===== src/rtl/serial_frame_rx_if.sv =====
// Serial receiver bus: line input plus the valid/ready word output and error pulses.
interface serial_frame_rx_if #(
  parameter int unsigned DATA_W = 8
) ();
  logic              din;
  logic [DATA_W-1:0] data_out;
  logic              valid;
  logic              ready;
  logic              frame_err;
  logic              overrun;

  modport master (
    input  din,
    input  ready,
    output data_out,
    output valid,
    output frame_err,
    output overrun
  );

  modport slave (
    output din,
    output ready,
    input  data_out,
    input  valid,
    input  frame_err,
    input  overrun
  );
endinterface


===== src/rtl/serial_frame_rx.sv =====
// Start/stop framed serial receiver with mid-bit sampling and a one-entry
// valid/ready output buffer; flags bad stop bits and words dropped on stall.
module serial_frame_rx #(
  parameter int unsigned DATA_W       = 8,
  parameter int unsigned CLKS_PER_BIT = 16
) (
  input  logic               clk,
  input  logic               rst,
  serial_frame_rx_if.master  bus
);

  localparam int unsigned CNT_W = $clog2(CLKS_PER_BIT);
  localparam int unsigned IDX_W = (DATA_W > 1) ? $clog2(DATA_W) : 1;
  localparam logic [CNT_W-1:0] HALF_M1  = CNT_W'(CLKS_PER_BIT / 2 - 1);
  localparam logic [CNT_W-1:0] FULL_M1  = CNT_W'(CLKS_PER_BIT - 1);
  localparam logic [IDX_W-1:0] LAST_IDX = IDX_W'(DATA_W - 1);

  typedef enum logic [2:0] {
    IDLE  = 3'd0,
    START = 3'd1,
    DATA  = 3'd2,
    STOP  = 3'd3,
    BRK   = 3'd4
  } state_t;

  state_t              state_q, state_d;
  logic                sync1_q, sync2_q;
  logic [CNT_W-1:0]    bit_cnt_q, bit_cnt_d;
  logic [IDX_W-1:0]    idx_q, idx_d;
  logic [DATA_W-1:0]   shift_q, shift_d;
  logic                complete_q, complete_d;
  logic [DATA_W-1:0]   data_out_q, data_out_d;
  logic                valid_q, valid_d;
  logic                frame_err_q, frame_err_d;
  logic                overrun_q, overrun_d;
  logic                din_s;

  assign din_s = sync2_q;

  // Line synchronizer idles high so reset never looks like a start bit
  always_ff @(posedge clk or posedge rst) begin
    if (rst) begin
      sync1_q <= 1'b1;
      sync2_q <= 1'b1;
    end else begin
      sync1_q <= bus.din;
      sync2_q <= sync1_q;
    end
  end

  always_ff @(posedge clk or posedge rst) begin
    if (rst) begin
      state_q     <= IDLE;
      bit_cnt_q   <= '0;
      idx_q       <= '0;
      shift_q     <= '0;
      complete_q  <= 1'b0;
      data_out_q  <= '0;
      valid_q     <= 1'b0;
      frame_err_q <= 1'b0;
      overrun_q   <= 1'b0;
    end else begin
      state_q     <= state_d;
      bit_cnt_q   <= bit_cnt_d;
      idx_q       <= idx_d;
      shift_q     <= shift_d;
      complete_q  <= complete_d;
      data_out_q  <= data_out_d;
      valid_q     <= valid_d;
      frame_err_q <= frame_err_d;
      overrun_q   <= overrun_d;
    end
  end

  always_comb begin
    state_d     = state_q;
    bit_cnt_d   = bit_cnt_q;
    idx_d       = idx_q;
    shift_d     = shift_q;
    complete_d  = 1'b0;
    frame_err_d = 1'b0;
    data_out_d  = data_out_q;
    valid_d     = valid_q;
    overrun_d   = 1'b0;

    unique case (state_q)
      IDLE: begin
        if (!din_s) begin
          state_d   = START;
          bit_cnt_d = '0;
        end
      end
      // Half-bit check rejects glitches and aligns later samples to mid-bit
      START: begin
        if (bit_cnt_q == HALF_M1) begin
          bit_cnt_d = '0;
          if (!din_s) begin
            state_d = DATA;
            idx_d   = '0;
          end else begin
            state_d = IDLE;
          end
        end else begin
          bit_cnt_d = bit_cnt_q + CNT_W'(1);
        end
      end
      DATA: begin
        if (bit_cnt_q == FULL_M1) begin
          bit_cnt_d      = '0;
          shift_d[idx_q] = din_s;
          if (idx_q == LAST_IDX) begin
            state_d = STOP;
          end else begin
            idx_d = idx_q + IDX_W'(1);
          end
        end else begin
          bit_cnt_d = bit_cnt_q + CNT_W'(1);
        end
      end
      STOP: begin
        if (bit_cnt_q == FULL_M1) begin
          bit_cnt_d = '0;
          if (din_s) begin
            state_d    = IDLE;
            complete_d = 1'b1;
          end else begin
            state_d     = BRK;
            frame_err_d = 1'b1;
          end
        end else begin
          bit_cnt_d = bit_cnt_q + CNT_W'(1);
        end
      end
      // A held-low line must go idle before another start is accepted
      BRK: begin
        if (din_s) begin
          state_d = IDLE;
        end
      end
      default: state_d = IDLE;
    endcase

    // Output buffer: a completed word replaces a consumed one, else it is dropped
    if (complete_q) begin
      if (!valid_q || bus.ready) begin
        data_out_d = shift_q;
        valid_d    = 1'b1;
      end else begin
        overrun_d = 1'b1;
      end
    end else if (valid_q && bus.ready) begin
      valid_d = 1'b0;
    end
  end

  assign bus.data_out  = data_out_q;
  assign bus.valid     = valid_q;
  assign bus.frame_err = frame_err_q;
  assign bus.overrun   = overrun_q;

endmodule

===== src/flat_wrapper.sv =====
// flat-port wrapper written by rule: the top's interface ports become plain ports
module serial_frame_rx_flat 
#(
  parameter int unsigned DATA_W       = 8,
  parameter int unsigned CLKS_PER_BIT = 16
)
  (clk, rst, bus_din, bus_ready, bus_data_out, bus_valid, bus_frame_err, bus_overrun);
  serial_frame_rx_if #(.DATA_W(DATA_W)) bus_i ();
  input  logic clk;
  input  logic rst;
  input wire logic [$bits(bus_i.din)-1:0] bus_din;
  input wire logic [$bits(bus_i.ready)-1:0] bus_ready;
  output wire logic [$bits(bus_i.data_out)-1:0] bus_data_out;
  output wire logic [$bits(bus_i.valid)-1:0] bus_valid;
  output wire logic [$bits(bus_i.frame_err)-1:0] bus_frame_err;
  output wire logic [$bits(bus_i.overrun)-1:0] bus_overrun;
  assign bus_i.din = bus_din;
  assign bus_i.ready = bus_ready;
  assign bus_data_out = bus_i.data_out;
  assign bus_valid = bus_i.valid;
  assign bus_frame_err = bus_i.frame_err;
  assign bus_overrun = bus_i.overrun;
  serial_frame_rx #(.DATA_W(DATA_W), .CLKS_PER_BIT(CLKS_PER_BIT)) u_core (.clk(clk), .rst(rst), .bus(bus_i));
endmodule

===== config.mk =====
export PLATFORM = sky130hd
export DESIGN_NAME = serial_frame_rx_flat
export DESIGN_NICKNAME = d
export VERILOG_FILES = /design/src/rtl/serial_frame_rx_if.sv /design/src/rtl/serial_frame_rx.sv /design/src/flat_wrapper.sv
export SDC_FILE = /design/constraint.sdc
export NUM_CORES = 1
export LEC_CHECK = 0
export BUFFER_PORTS_ARGS = -buffer_cell sky130_fd_sc_hd__buf_4
export CAP_MARGIN = 20
export CORE_MARGIN = 3
export CORE_UTILIZATION = 25
export DETAILED_ROUTE_END_ITERATION = 12
export GPL_TIMING_DRIVEN = 0
export PLACE_DENSITY = 0.43
export RECOVER_POWER = 50
export SYNTH_ARGS = -nofsm -noshare
export SYNTH_HDL_FRONTEND = slang
export SYNTH_SLANG_ARGS = --single-unit

===== constraint.sdc =====
create_clock -name clk -period 3.1 [get_ports clk]
set_input_delay 0.31 -clock clk [delete_from_list [all_inputs] [get_ports clk]]
set_output_delay 0.31 -clock clk [all_outputs]
set_load 0.01 [all_outputs]

Word level (Yosys, flattened, before mapping)
Cells that the tools add are included.
- bits in registers: 32
- bits in latches: 0
- RAM bits: 0
- memory bits (read-only): 0
- output and inout port bits: 11
- word-level logic and storage cells: 78
- memories: 0
- add/subtract/negate cells: 2
- multiply operators: 0
- div/mod/pow operators: 0
- $lt $le $gt $ge: 2
- equal/unequal tests: 16
- shift operators: 0
- multiplexer cells: 32
- bitwise logic cells: 0
- reductions and logical operators: 15
- operator list (kind ; count):
    $mux 3 ; 11
    $pmux 3 s5 ; 1
    $mux 1 ; 12
    $mux 4 ; 3
    $pmux 4 s3 ; 1
    $ne 2x1->1 const B ; 5
    $bwmux 8 ; 1
    $ne 2x2->1 const B ; 4
    $reduce_and 2->1 ; 4
    $eq 3x2->1 const B ; 2
    $eq 3x3->1 const B ; 2
    $pmux 3 s2 ; 1
    $reduce_and 6->1 ; 1
    $reduce_and 5->1 ; 1
    $add 4x1->4 const B ; 1
    $eq 4x3->1 const B ; 1
    $eq 4x4->1 const B ; 1
    $lt 3x4->1 const B ; 1
    $reduce_bool 2->1 ; 2
    $add 3x1->3 const B ; 1
    $demux 1 s3 ; 1
    $eq 3x1->1 const B ; 1
    $ge 3x1->1 const B ; 1
    $logic_not 3->1 ; 1
    other kinds (6) ; 7

Depth between registers and ports, before layout
- word-level depth: 5
- gate-level depth with buffers: 5
- gate-level depth less buffers: 5

Worst setup path before layout
Ideal clock, no wire load.
- path type: register -> register
- start: reg u_core.idx_q[0]
- end: reg u_core.idx_q[0]
- data arrival time: 1.577 ns
- path slack: 1.398 ns
- stages on the path, launching flop included: 6
- cells stage by stage: dfrtp_1 > ha_1 > ha_1 > and4bb_2 > o2111ai_2 > mux2_2
- longest elaborated chain between the ends: 4
- elaborated cells on any way between the ends: 7
- classes of those cells: add/sub: 1; eq/ne: 2; mux: 3; reduce/logical: 1
- RTL lines (item ; RTL line ; source):
    start, declared ; serial_frame_rx.sv:29 ; logic [IDX_W-1:0] idx_q, idx_d;
    start signal, assigned ; serial_frame_rx.sv:65 ; idx_q <= idx_d;
    $add 3x1->3 ; serial_frame_rx.sv:114 ; idx_d = idx_q + IDX_W'(1);
    $mux 3 ; serial_frame_rx.sv:111 ; if (idx_q == LAST_IDX) begin
    $mux 3 ; serial_frame_rx.sv:108 ; if (bit_cnt_q == FULL_M1) begin
    $pmux 3 s2 ; serial_frame_rx.sv:86 ; unique case (state_q)
Parallel ways exist; a longest one is shown, timed or not. The select of a mux whose other input is x is not followed.
A chain may end at the register's enable or synchronous reset.

Worst setup path after layout
- start: reg u_core.idx_q[1]
- end: reg u_core.idx_q[1]
The elaborated chain is that of the path after synthesis.

==> PnR_summary.wiki <==
{| class="wikitable"
! Metric !! Value
|-
| Outcome || complete, no violations
|-
| Number of buffers on the longest clock path || 2
|-
| Post-Place Cells || 200
|-
| Fin Clk Skew || 5.63 ps
|-
| Type of the worst min-delay path || in -> async
|-
| DRC violation count after routing || 0
|-
| Data arrival time at the worst-slack endpoint || 2110 ps
|-
| Worst IR drop on VDD || 0.175 mV
|-
| I/O pin count || 15
|-
| Max Cap Violations || 0
|-
| Maximum achievable frequency || 516 MHz
|-
| Worst-path cell with the longest stage delay || dfrtp_1
|-
| Worst max-slew margin expressed relative to the limit || 29.9%
|-
| TritonCTS clock tree || built
|-
| Antenna Diode Count || 0
|-
| Type of the worst setup path || reg -> reg
|-
| CP max FO || 9
|-
| Count of instances resized after the clock tree is built || 0
|-
| CP startpoint kind || flop
|-
| IO Port Bufs || 14
|-
| Post-cts hold buffer count || 0
|-
| Worst skew pair latency || 280 ps
|-
| Height of the die || 83.0 um
|-
| P_leak || 0.854 nW
|-
| Non-filler cells in the finished layout || 208
|-
| Count of buffers added by post-CTS timing repair for setup || 0
|-
| Overall routed net length || 2700 um
|-
| Gate count of the mapped netlist || 113
|-
| Critical path endpoint category || flop
|-
| Part of the Yosys area used for sequential elements || 54.2%
|-
| Synth Area in Simple Gates || 15.4%
|-
| Post-synth cell types || 37
|-
| Total die area || 6890 um2
|-
| Synth Area in XOR/XNOR || 1.18%
|-
| Clock input transition at the sequential cells of the worst setup and hold paths || 70 ps
|-
| Routed vias/inst || 4.54
|-
| Sequential Area || 803 um2
|-
| Compound-cell area share of the yosys netlist || 6.58%
|-
| Fraction of the cycle the final worst path needs || 62.5%
|-
| Net total in the final layout || 142
|-
| Fin. max-slew vios || 0
|-
| Adder and majority cell fraction of the synthesized area || 2.53%
|-
| Number of nets still failing antenna checks after routing || 0
|-
| Starting density of the core || 26.4%
|-
| Number of synthesized flops with an enable pin || 0
|-
| Ratio of cells with drive above 1 in the final layout || 40.4%
|-
| 1st-pass router iterations || 4
|-
| Power per unit of standard cell area || 608 nW/um2
|-
| Routed len/inst || 13.0 um
|-
| Placeable core area || 5610 um2
|-
| Maximum number of pins on one net before global-route repair || 21
|-
| Share of async-settable or async-resettable flops after synthesis || 100%
|-
| Total nets after synthesis || 120
|-
| Number of storage elements in the synthesis netlist || 32
|-
| Vias post-DR || 945
|-
| Crit path cell chain || ha_1 > ha_1 > and4bb_2 > o2111ai_2 > mux2_2
|-
| Final estimated routing congestion in global placement || 0.779
|-
| Final number of hold-violating endpoints || 0
|-
| Yosys synthesis warning count || 0
|-
| Total congestion overflow after global routing || 0
|-
| Cts bufs inserted || 5
|-
| Tightest Pin Transition || 1050 ps
|-
| Deepest level of the CTS H-tree || 2
|-
| Buffer type at the clock tree root || clkbuf_8
|-
| Final min period || 1940 ps
|-
| DRC violation total after the first TritonRoute iteration || 32
|-
| Growth of design area from synthesis to finish || 19.1%
|-
| Footprint of the multi-input gates || 621 um2
|-
| Netlist Area Pre-Place || 1480 um2
|-
| Hpwl dp || 1960 um
|-
| Multiplexer fraction of the synthesized cell area || 16.1%
|-
| Endpoint required time on the critical path || 3270 ps
|-
| Critical path's most frequent cell || ha_1
|-
| Final design utilization || 31.5%
|-
| Count of standard-cell rows || 27
|-
| Smallest hold slack || 41.5 ps
|-
| Number of antenna violations at the first check in global routing || 0
|-
| Filler Cell Count || 606
|-
| Largest stage delay, worst path || 500 ps
|-
| Fin Setup TNS || 0 ps
|-
| All-Layer GR Usage || 8.81%
|-
| Final setup vio count || 0
|-
| First-pass GRT wire length || 4800 um
|-
| Via count of the first global-routing pass || 970
|-
| Leading register cell type out of synthesis || dfrtp_1
|-
| Sinks on Clock Net || 32
|-
| Setup repair after global routing missed its margin || false
|-
| Post-synthesis area per instance || 13.1 um2
|-
| DIE WIDTH || 83.0 um
|-
| Main combinational cell family by area after synthesis || multiplexers
|}
==> power breakdown <==
part	total [W]	internal, W	switching [W]
combinational	0.000278	0.000132	0.000146
sequential	0.000485	0.000456	0.0000290
clock	0.000310	0.000156	0.000154
==> state kept, by name (all words and copies together), names as in the netlist <==
register and flops:
u_core.bus.frame_err 1, u_core.bus.valid 1, u_core.idx_q 3, u_core.bit_cnt_q 4, u_core.sync1_q 1, u_core.bus.data_out 8
u_core.shift_q 8, u_core.state_q 3, u_core.bus.overrun 1, u_core.din_s 1, u_core.complete_q 1
==> synth_stat cells, types with 2 or more instances <==
library cell  count  area (um2)
nand4_1           3        18.8
and2_1            2        12.5
ha_1              3        37.5
dfstp_2           2        52.6
mux2_2           19         214
inv_1             5        18.8
nand3b_1          2        15.0
nand3_1           5        25.0
dfrtp_1          30         751
nor4b_2           2        30.0
buf_4             2        15.0
nor2_1            5        18.8
a211oi_1          2        15.0
buf_2             2        10.0
o2bb2ai_1         2        17.5
a21oi_1           3        15.0
nand2_1           4        15.0
==> placed cells by master, fill, tap and decap left out, types with 2 or more instances in the layout <==
| master | count |
|---|---|
| nand3b_1 | 2 |
| o2bb2ai_1 | 2 |
| clkinv_2 | 2 |
| and2_1 | 2 |
| buf_4 | 13 |
| ha_1 | 3 |
| nand3_1 | 5 |
| dfstp_2 | 2 |
| nor2_1 | 5 |
| nand2_1 | 4 |
| a211oi_1 | 2 |
| dfrtp_1 | 30 |
| clkbuf_4 | 2 |
| a21oi_1 | 3 |
| buf_2 | 2 |
| mux2_2 | 19 |
| inv_1 | 5 |
| clkbuf_8 | 5 |
| nor4b_2 | 2 |
| nand4_1 | 3 |
| clkbuf_1 | 3 |
==> routing by layer <==
metal / up-vias / wire length [um] / track usage, %
met5: - / 0 / 0
li1: 452 / - / -
met1: 465 / 1310 / 11.7
met4: 0 / 57 / 4.01
met3: 6 / 137 / 3.27
met2: 22 / 1190 / 12.7
==> path summary, 6_finish.rpt <==
check / from / to / slack [ps] / cells past startpoint
hold / removal: rst / u_core.bit_cnt_q[2] / 40 / 2
max in group asynchronous: rst / u_core.shift_q[0] / 1750 / 3
hold reg to reg: u_core.sync1_q / u_core.din_s / 360 / 0
setup / recovery: u_core.idx_q[1] / u_core.idx_q[1] / 1160 / 5
min in group clk: bus_din / u_core.sync1_q / 130 / 1
setup reg to reg: u_core.idx_q[1] / u_core.idx_q[1] / 1160 / 5
==> critical path: cells and delay by family, from the launching register on <==
kind	cells	cell delay, ps
flip-flops	1	500
multiplexers	1	380
AO/OA/AOI/OAI	1	280
adder cells (fa/ha/maj)	2	400
AND/OR/NAND/NOR	1	260
==> per-stage QoR <==
stage | area (um2) | setup WS (ps) | total power (W)
2_1_floorplan | 1480 | 1400 | 0.000716
3_3_place_gp | 1680 | 1210 | 0.000764
3_5_place_dp | 1710 | 1180 | 0.000775
6_report | 1770 | 1160 | 0.00107
5_1_grt | 1770 | 1050 | 0.00115
4_1_cts | 1790 | 1170 | 0.00110
==> area by class of cell <==
type | count | area share [%]
flip-flops and latches | 32 | 45.5
inverters | 5 | 1.06
well taps | 72 | 5.10
multi-input cells | 70 | 35.2
repair buffers | 15 | 5.95
clock inverters | 3 | 1.06
plain buffers | 6 | 2.27
clock buffers | 5 | 3.90
==> kinds of logic after synthesis <==
family,count (synthesis)
buffers and inverters,11
and+or+nand+nor,32
adders and majority gates,3
DFF,32
muxes,21
xor gates and xnor gates,2
AOI/OAI and AO/OA,12
No activity file was read; power rests on OpenSTA's default activity.
